$ cat src/rtl/mult_defs.sv
// Shared constants for the 8x8 shift-add multiplier datapath: operand width,
// partial-product shift encodings and the datapath state encoding.
package mult_defs;

    localparam int WIDTH = 8;
    localparam int NIB   = WIDTH / 2;
    localparam int STEPS = 4;

    localparam logic [1:0] SHIFT_0    = 2'b00;
    localparam logic [1:0] SHIFT_NIB  = 2'b01;
    localparam logic [1:0] SHIFT_FULL = 2'b10;
    localparam logic [1:0] SHIFT_RSVD = 2'b11;

    typedef enum logic {
        IDLE = 1'b0,
        RUN  = 1'b1
    } state_t;

endpackage

$ cat src/rtl/mult4x4.sv
// Purely combinational NIB x NIB unsigned multiplier producing a 2*NIB-bit
// partial product.
module mult4x4 #(
    parameter int NIB = 4
) (
    input  logic [NIB-1:0]   a,
    input  logic [NIB-1:0]   b,
    output logic [2*NIB-1:0] p
);

    assign p = {{NIB{1'b0}}, a} * {{NIB{1'b0}}, b};

endmodule

$ cat src/rtl/mult8x8_datapath.sv
// Shift-add multiplier datapath: selects operand nibbles, forms and shifts one
// partial product per step, accumulates it and publishes the final product.
module mult8x8_datapath
    import mult_defs::*;
#(
    parameter int WIDTH = mult_defs::WIDTH,
    parameter int STEPS = mult_defs::STEPS
) (
    input  logic               clk,
    input  logic               rst,
    input  logic               st,
    input  logic [WIDTH-1:0]   dataa,
    input  logic [WIDTH-1:0]   datab,
    input  logic               input_sela,
    input  logic               input_selb,
    input  logic [1:0]         shift_sel,
    input  logic               step_vld,
    input  logic               done,
    output logic [2*WIDTH-1:0] product,
    output logic               prod_valid,
    output logic               busy,
    output logic               seq_err
);

    localparam int HALF = WIDTH / 2;
    localparam logic [2:0] CNT_MAX  = 3'd7;
    localparam logic [2:0] CNT_GOAL = 3'(STEPS);

    state_t             state_r, state_next_s;
    logic [WIDTH-1:0]   a_r, b_r;
    logic [2*WIDTH-1:0] acc_r;
    logic [2:0]         cnt_r;

    logic [HALF-1:0]    a_nib_s, b_nib_s;
    logic [2*HALF-1:0]  pp_s;
    logic [2*WIDTH-1:0] pp_ext_s, shifted_s, add_s, sum_s;
    logic [2:0]         cnt_next_s;
    logic               rsvd_step_s, cnt_bad_s;

    mult4x4 #(.NIB(HALF)) u_mult4x4 (
        .a (a_nib_s),
        .b (b_nib_s),
        .p (pp_s)
    );

    // Nibble selection, partial-product shift and accumulator sum.
    always_comb begin
        a_nib_s   = input_sela ? a_r[WIDTH-1:HALF] : a_r[HALF-1:0];
        b_nib_s   = input_selb ? b_r[WIDTH-1:HALF] : b_r[HALF-1:0];
        pp_ext_s  = {{(2*WIDTH-2*HALF){1'b0}}, pp_s};
        shifted_s = pp_ext_s;
        case (shift_sel)
            SHIFT_0:    shifted_s = pp_ext_s;
            SHIFT_NIB:  shifted_s = pp_ext_s << HALF;
            SHIFT_FULL: shifted_s = pp_ext_s << WIDTH;
            default:    shifted_s = pp_ext_s;
        endcase
        if (step_vld) begin
            add_s = shifted_s;
        end else begin
            add_s = {(2*WIDTH){1'b0}};
        end
        sum_s = acc_r + add_s;
        rsvd_step_s = step_vld && (shift_sel == SHIFT_RSVD);
    end

    // Saturating step count including any step landing in this cycle.
    always_comb begin
        cnt_next_s = cnt_r;
        if (step_vld && (cnt_r != CNT_MAX)) begin
            cnt_next_s = cnt_r + 3'd1;
        end else begin
            cnt_next_s = cnt_r;
        end
        cnt_bad_s = (cnt_next_s != CNT_GOAL);
    end

    // Next-state logic; st always (re)starts a sequence.
    always_comb begin
        state_next_s = state_r;
        case (state_r)
            IDLE: begin
                if (st) state_next_s = RUN;
                else    state_next_s = IDLE;
            end
            RUN: begin
                if (st)        state_next_s = RUN;
                else if (done) state_next_s = IDLE;
                else           state_next_s = RUN;
            end
            default: state_next_s = IDLE;
        endcase
    end

    // State register.
    always_ff @(posedge clk or negedge rst) begin
        if (!rst) state_r <= IDLE;
        else      state_r <= state_next_s;
    end

    // Operand capture, accumulation, result publication and error flag.
    always_ff @(posedge clk or negedge rst) begin
        if (!rst) begin
            a_r        <= {WIDTH{1'b0}};
            b_r        <= {WIDTH{1'b0}};
            acc_r      <= {(2*WIDTH){1'b0}};
            cnt_r      <= 3'd0;
            product    <= {(2*WIDTH){1'b0}};
            prod_valid <= 1'b0;
            seq_err    <= 1'b0;
        end else if (st) begin
            a_r        <= dataa;
            b_r        <= datab;
            acc_r      <= {(2*WIDTH){1'b0}};
            cnt_r      <= 3'd0;
            prod_valid <= 1'b0;
            seq_err    <= 1'b0;
        end else if (state_r == RUN) begin
            acc_r <= sum_s;
            cnt_r <= cnt_next_s;
            if (done) begin
                product    <= sum_s;
                prod_valid <= 1'b1;
                seq_err    <= seq_err | rsvd_step_s | cnt_bad_s;
            end else begin
                seq_err    <= seq_err | rsvd_step_s;
            end
        end
    end

    assign busy = (state_r == RUN);

endmodule
$ cat config.mk
export PLATFORM = sky130hd
export DESIGN_NAME = mult8x8_datapath
export DESIGN_NICKNAME = d
export VERILOG_FILES = /design/src/rtl/mult_defs.sv /design/src/rtl/mult4x4.sv /design/src/rtl/mult8x8_datapath.sv
export SDC_FILE = /design/constraint.sdc
export NUM_CORES = 1
export LEC_CHECK = 0
export BUFFER_PORTS_ARGS = -buffer_cell sky130_fd_sc_hd__buf_2
export CAP_MARGIN = 25
export CELL_PAD_IN_SITES_DETAIL_PLACEMENT = 1
export CELL_PAD_IN_SITES_GLOBAL_PLACEMENT = 2
export CORE_MARGIN = 4
export CORE_UTILIZATION = 37
export CTS_CLUSTER_SIZE = 30
export DETAILED_ROUTE_END_ITERATION = 10
export GPL_TIMING_DRIVEN = 1
export PLACE_DENSITY_LB_ADDON = 0.1
export SYNTH_ARGS = -nofsm -noshare
export SYNTH_HDL_FRONTEND = slang
export SYNTH_HIERARCHICAL = 1
export SYNTH_SLANG_ARGS = --single-unit
$ cat constraint.sdc
create_clock -name clk -period 6 [get_ports clk]
set_input_delay 1.2 -clock clk [delete_from_list [all_inputs] [get_ports clk]]
set_output_delay 1.2 -clock clk [all_outputs]
set_load 0.02 [all_outputs]
---- Word-level counts from Yosys, hierarchy flattened ----
Index checks and enable logic that the tools add are counted.
word-level totals
  flip-flop bits (word level) ............. 54
cells by class
  add/subtract/negate cells ............... 2
  multipliers ............................. 1
  equal/unequal tests ..................... 5
  mux-type cells .......................... 19
  bitwise gates (word level) .............. 4
  reductions and logical operators ........ 6
operator list
  operator             number
  $mux 16              3
  $pmux 16 s2          1
  $add 16x16->16       1
  $mux 1               9
  $mux 3               3
  $mul 4x4->8          1
  $mux 4               2
  $ne 3x3->1 const B   2
  $eq 2x2->1 const B   2
  $reduce_bool 2->1    2
  $add 3x1->3 const B  1
  $reduce_and 3->1     1
  $eq 2x1->1 const B   1
  $logic_and 1x1->1    2
  $not 1->1            2
  $or 1x1->1           2
  $pmux 1 s2           1
  $reduce_and 2->1     1

---- Depth between registers and ports, before layout ----
  depth in word-level cells ............... 8
  mapped depth ............................ 20

---- Hierarchy ----
The synthesis kept the hierarchy.
modules (own cells, without submodules)
  module            times used  cells an instance  area each (µm²)  sequential area each (µm²)
  mult8x8_datapath  1           326                3216.8           1351.3
  mult4x4           1           51                 446.7            0.0

---- Worst setup path before layout ----
OpenSTA, ideal clock, no wires.
  kind .................................... input-to-reg
  from .................................... in input_sela
  to ...................................... reg acc_r[14]
  arrival time ............................ 5422 ps
  required time ........................... 5874 ps
  slack ................................... 451 ps
  cell stages on the path ................. 19
  path buffers ............................ 1
  cell sequence ........................... mux2_2 > nand2_1 > fa_1 > inv_1 > fa_1 > ha_1 > a211oi_1 > or4b_1 > o2111ai_1 > nand2_1 > o21ai_0 > and2_1 > ha_1 > clkbuf_1 > a21oi_1 > o21ba_2 > nor2_1 > or4_4 > a221o_1
on the way
  word-level cells in the longest chain between the ends .. 7
ends and longest elaborated chain
  element               line                     text
  from (decl)           mult8x8_datapath.sv:14   input logic input_sela,
  $mux 4                mult8x8_datapath.sv:48   a_nib_s = input_sela ? a_r[WIDTH-1:HALF] : a_r[HALF-1:0];
  $mul 4x4->8           mult4x4.sv:11            assign p = {{NIB{1'b0}}, a} * {{NIB{1'b0}}, b};
  net pp_s[7]           mult8x8_datapath.sv:35   logic [2*HALF-1:0] pp_s;
  $pmux 16 s2           mult8x8_datapath.sv:52   case (shift_sel)
  $mux 16               mult8x8_datapath.sv:58   if (step_vld) begin
  $add 16x16->16        mult8x8_datapath.sv:63   sum_s = acc_r + add_s;
  $mux 16               mult8x8_datapath.sv:118  end else if (state_r == RUN) begin
  $mux 16               mult8x8_datapath.sv:111  end else if (st) begin
  to (signal assigned)  mult8x8_datapath.sv:106  acc_r <= {(2*WIDTH){1'b0}};
  to (signal assigned)  mult8x8_datapath.sv:114  acc_r <= {(2*WIDTH){1'b0}};
  to (signal assigned)  mult8x8_datapath.sv:119  acc_r <= sum_s;
  to (decl)             mult8x8_datapath.sv:31   logic [2*WIDTH-1:0] acc_r;
The timed path passes the listed nets, and every way through them passes these cells. The select of a mux whose other input is x is not followed.
A chain may end at the register's enable or synchronous reset.

---- Final worst setup path ----
  from .................................... in input_sela
  to ...................................... reg acc_r[14]
on the way
  word-level cells in the longest chain between the ends .. 7
ends and longest elaborated chain
  element         line                     text
  $mux 4          mult8x8_datapath.sv:48
  net a_nib_s[0]  mult8x8_datapath.sv:34   logic [HALF-1:0] a_nib_s, b_nib_s;
  $mul 4x4->8     mult4x4.sv:11
  net pp_s[7]     mult8x8_datapath.sv:35
  $pmux 16 s2     mult8x8_datapath.sv:52
  $mux 16         mult8x8_datapath.sv:58
  $add 16x16->16  mult8x8_datapath.sv:63
  $mux 16         mult8x8_datapath.sv:118
  $mux 16         mult8x8_datapath.sv:111
The timed path passes the listed nets, and every way through them passes these cells. The select of a mux whose other input is x is not followed.

==> metrics.txt <==
Worst setup EP type flip-flop; Synth top area share 0.3689; Final GP Congestion 0.7923; critical path class in2reg; share of layout cells above drive strength 1 0.2201; leakage power 0.002026 uW; clk sinks 54; Synthesized Nets about 440; peak supply drop 0.00009592 V; Post-DRT Antenna Nets 0; first-pass GRT wire length 14810 um; mean number of vias per cell between 5 and 6; # IOs 44; TritonCTS Buffers 5; hpwl dp about 7000 um; asr flop ratio synth 1.000; final worst setup slack 484.1 ps; Slew @ Worst Pin 729.4 ps; CP Cell Sequence buf_2 > mux2_2 > nand2_1 > fa_1 > inv_1 > fa_1 > ha_1 > a211oi_1 > or4b_1 > o2111ai_1 > nand2_1 > o21ai_0 > and2_1 > ha_1 > a21oi_1 > o21ba_2 > nor2_1 > or4_4 > a221o_1; DIE AREA 11560 um2; total power draw 1087 uW; Final Skew 6.696 ps; via count 2833; Tot GR Track Use 0.1613; Ys Warns 6; initial cell density of the core 0.3765; TNS Setup 0 ps; Die Wd 107.5 um; Die Y between 100 and 150 um; relative slew slack 0.5138; worst hold path type reg2reg; register area share after synthesis 0.3689; syn_area_per_cell 9.718 um2; Crit Path Max Fanout 7; Startpoint Class input port; TritonRoute pass-1 iters 3; initial antenna violation count 0; CP max-delay cell fa_1; EDFF count, synth 0; final net count 479; Root Buffer clkbuf_8; Pins Over Slew Limit 0; RSZ-0062 raised after global routing no; iteration-0 DRC count of the detailed router 55; Worst-path clk slew approximately 100 ps; core area 9729 um2; most common cell in the netlist dfrtp_1; vias in the first global route around 3000; clock period minus worst slack 5516 ps; Critical Path RT ~6200 ps; Rows 36; Top FF cell, synth dfrtp_1; leading area contributor after synthesis dfrtp_1; Residual DRC 0; max_cap viols 0; CTS tree built; status complete, no violations; Synth cell types ~50; Port-buffer cells 43; Synth area leaders dfrtp_1 (37%), ha_1 (11%), mux2_2 (8.3%), nand2_1 (4.1%), o21ai_0 (3.3%); DR WL/cell 15.87 um; total gr overflow 0; Netlist Area Pre-Place 3664 um2; count of final hold-check violations 0; area grow syn2layout 12.98%; Pwr Density roughly 260 nW/um2; slowest cell delay on critical path 530 ps; later-pin clock latency in the skew report 320 ps; antenna cells 0; CTS max path bufs 2; post-place setup slack around 110 ps; Hold Buf Count CTS 0; synthesis-stage register bit count 54; post_cts resized 0; Routed WL 8746 um; largest net degree at the start of global routing 55; Post-CTS Setup Bufs 0; Critical Path AT 5730 ps; H-tree depth 2; fin crit share 0.9193; final setup vio count 0; Fmax about 180 MHz; Post-Syn Instances approximately 380; top cells by count, synth dfrtp_1 (54), nand2_1 (40), ha_1 (32)
flip-flops by register name, indices dropped and copies added (netlist names):
register	flops
a_r	8
acc_r	16
b_r	8
busy	1
cnt_r	3
prod_valid	1
product	16
seq_err	1
metrics by stage:
stage | instance area (um2) | hold WS, ps | std cells | util
final | 4139 | 481.5 | 551 | 0.4254
after global routing | 4139 | 515.4 | 551 | 0.4254
after CTS | 4139 | 491.8 | 551 | 0.4254
after detailed placement | 4048 | 468.8 | 543 | 0.4160
after global placement | 4033 | 456.5 | 542 | 0.4145
after floorplan | 3664 | 475.0 | 377 | -
power by group:
part | internal, uW | switching [uW] | leakage (uW) | total, uW
Sequential | 417 | 28.5 | 0.000700 | 445
Clock | 93.6 | 124 | 0.0000482 | 218
Combinational | 177 | 247 | 0.00128 | 424
worst max-delay path: cells and delay by family:
family | cells | cell delay [ps]
multiplexers | 1 | 270
AND/OR/NAND/NOR | 6 | 1390
AO/OA/AOI/OAI | 6 | 1010
buffers and inverters | 2 | 180
adder cells (fa/ha/maj) | 4 | 1670
layout by cell type, fill, tap and decap left out, types with 2 or more instances in the layout:
cell type / netlist / routed
nor2b_1: 7 / 7
a22oi_1: 4 / 4
nor2_1: 22 / 22
mux2_2: 27 / 27
nand2_1: 40 / 40
buf_2: 1 / 43
mux2i_1: 9 / 9
buf_4: 0 / 8
a211oi_1: 3 / 3
inv_1: 13 / 13
o21ai_0: 24 / 24
o211ai_1: 4 / 4
and2_1: 18 / 18
a21oi_1: 17 / 17
o21a_1: 2 / 2
nand4_1: 4 / 4
a21o_1: 8 / 8
o21bai_1: 2 / 2
xnor2_1: 12 / 12
ha_1: 32 / 32
dfrtp_1: 54 / 54
clkbuf_8: 0 / 6
nand3b_1: 6 / 6
xor2_1: 7 / 7
and3_1: 8 / 8
fa_1: 5 / 5
nand3_1: 8 / 8
final timing paths:
kind,from,to,slack [ps],cells past startpoint
max in group asynchronous,rst,acc_r[5]$_DFFE_PN0P_,4490,2
min in group asynchronous,rst,prod_valid$_DFFE_PN0P_,990,2
worst min register to register,product[7]$_DFFE_PN0P_,product[7]$_DFFE_PN0P_,480,2
worst min-delay path,product[7]$_DFFE_PN0P_,product[7]$_DFFE_PN0P_,480,2
worst max register to register,a_r[0]$_DFFE_PN0P_,acc_r[14]$_DFFE_PN0P_,1200,18
worst max-delay path,input_sela,acc_r[14]$_DFFE_PN0P_,480,19
routing by layer:
layer,share of wire,global-route usage
met2,0.50,0.2775
met5,0,0
met1,0.46,0.2101
met4,0.012,0.04328
met3,0.025,0.02519
cells by family (layout without fill, tap and decap cells):
family / count (synthesis) / after routing / synth area share
AOI/OAI and AO/OA: 78 / 78 / 0.1400
and+or+nand+nor: 121 / 121 / 0.1684
DFF: 54 / 54 / 0.3689
muxes: 36 / 36 / 0.1076
buffers and inverters: 32 / 73 / 0.03313
adders and majority gates: 37 / 37 / 0.1366
xor gates and xnor gates: 19 / 19 / 0.04542
final cells by class:
class / instances / area [um2]
multi-input combinational: 291 / 2191
timing repair buffer: 52 / 290.3
clock inverter: 1 / 5.005
tap: 133 / 166.4
inverter: 13 / 48.80
fill: 1155 / 5590
clock buffer: 7 / 86.33
sequential: 54 / 1351
Power figures use the tool's default switching activity.
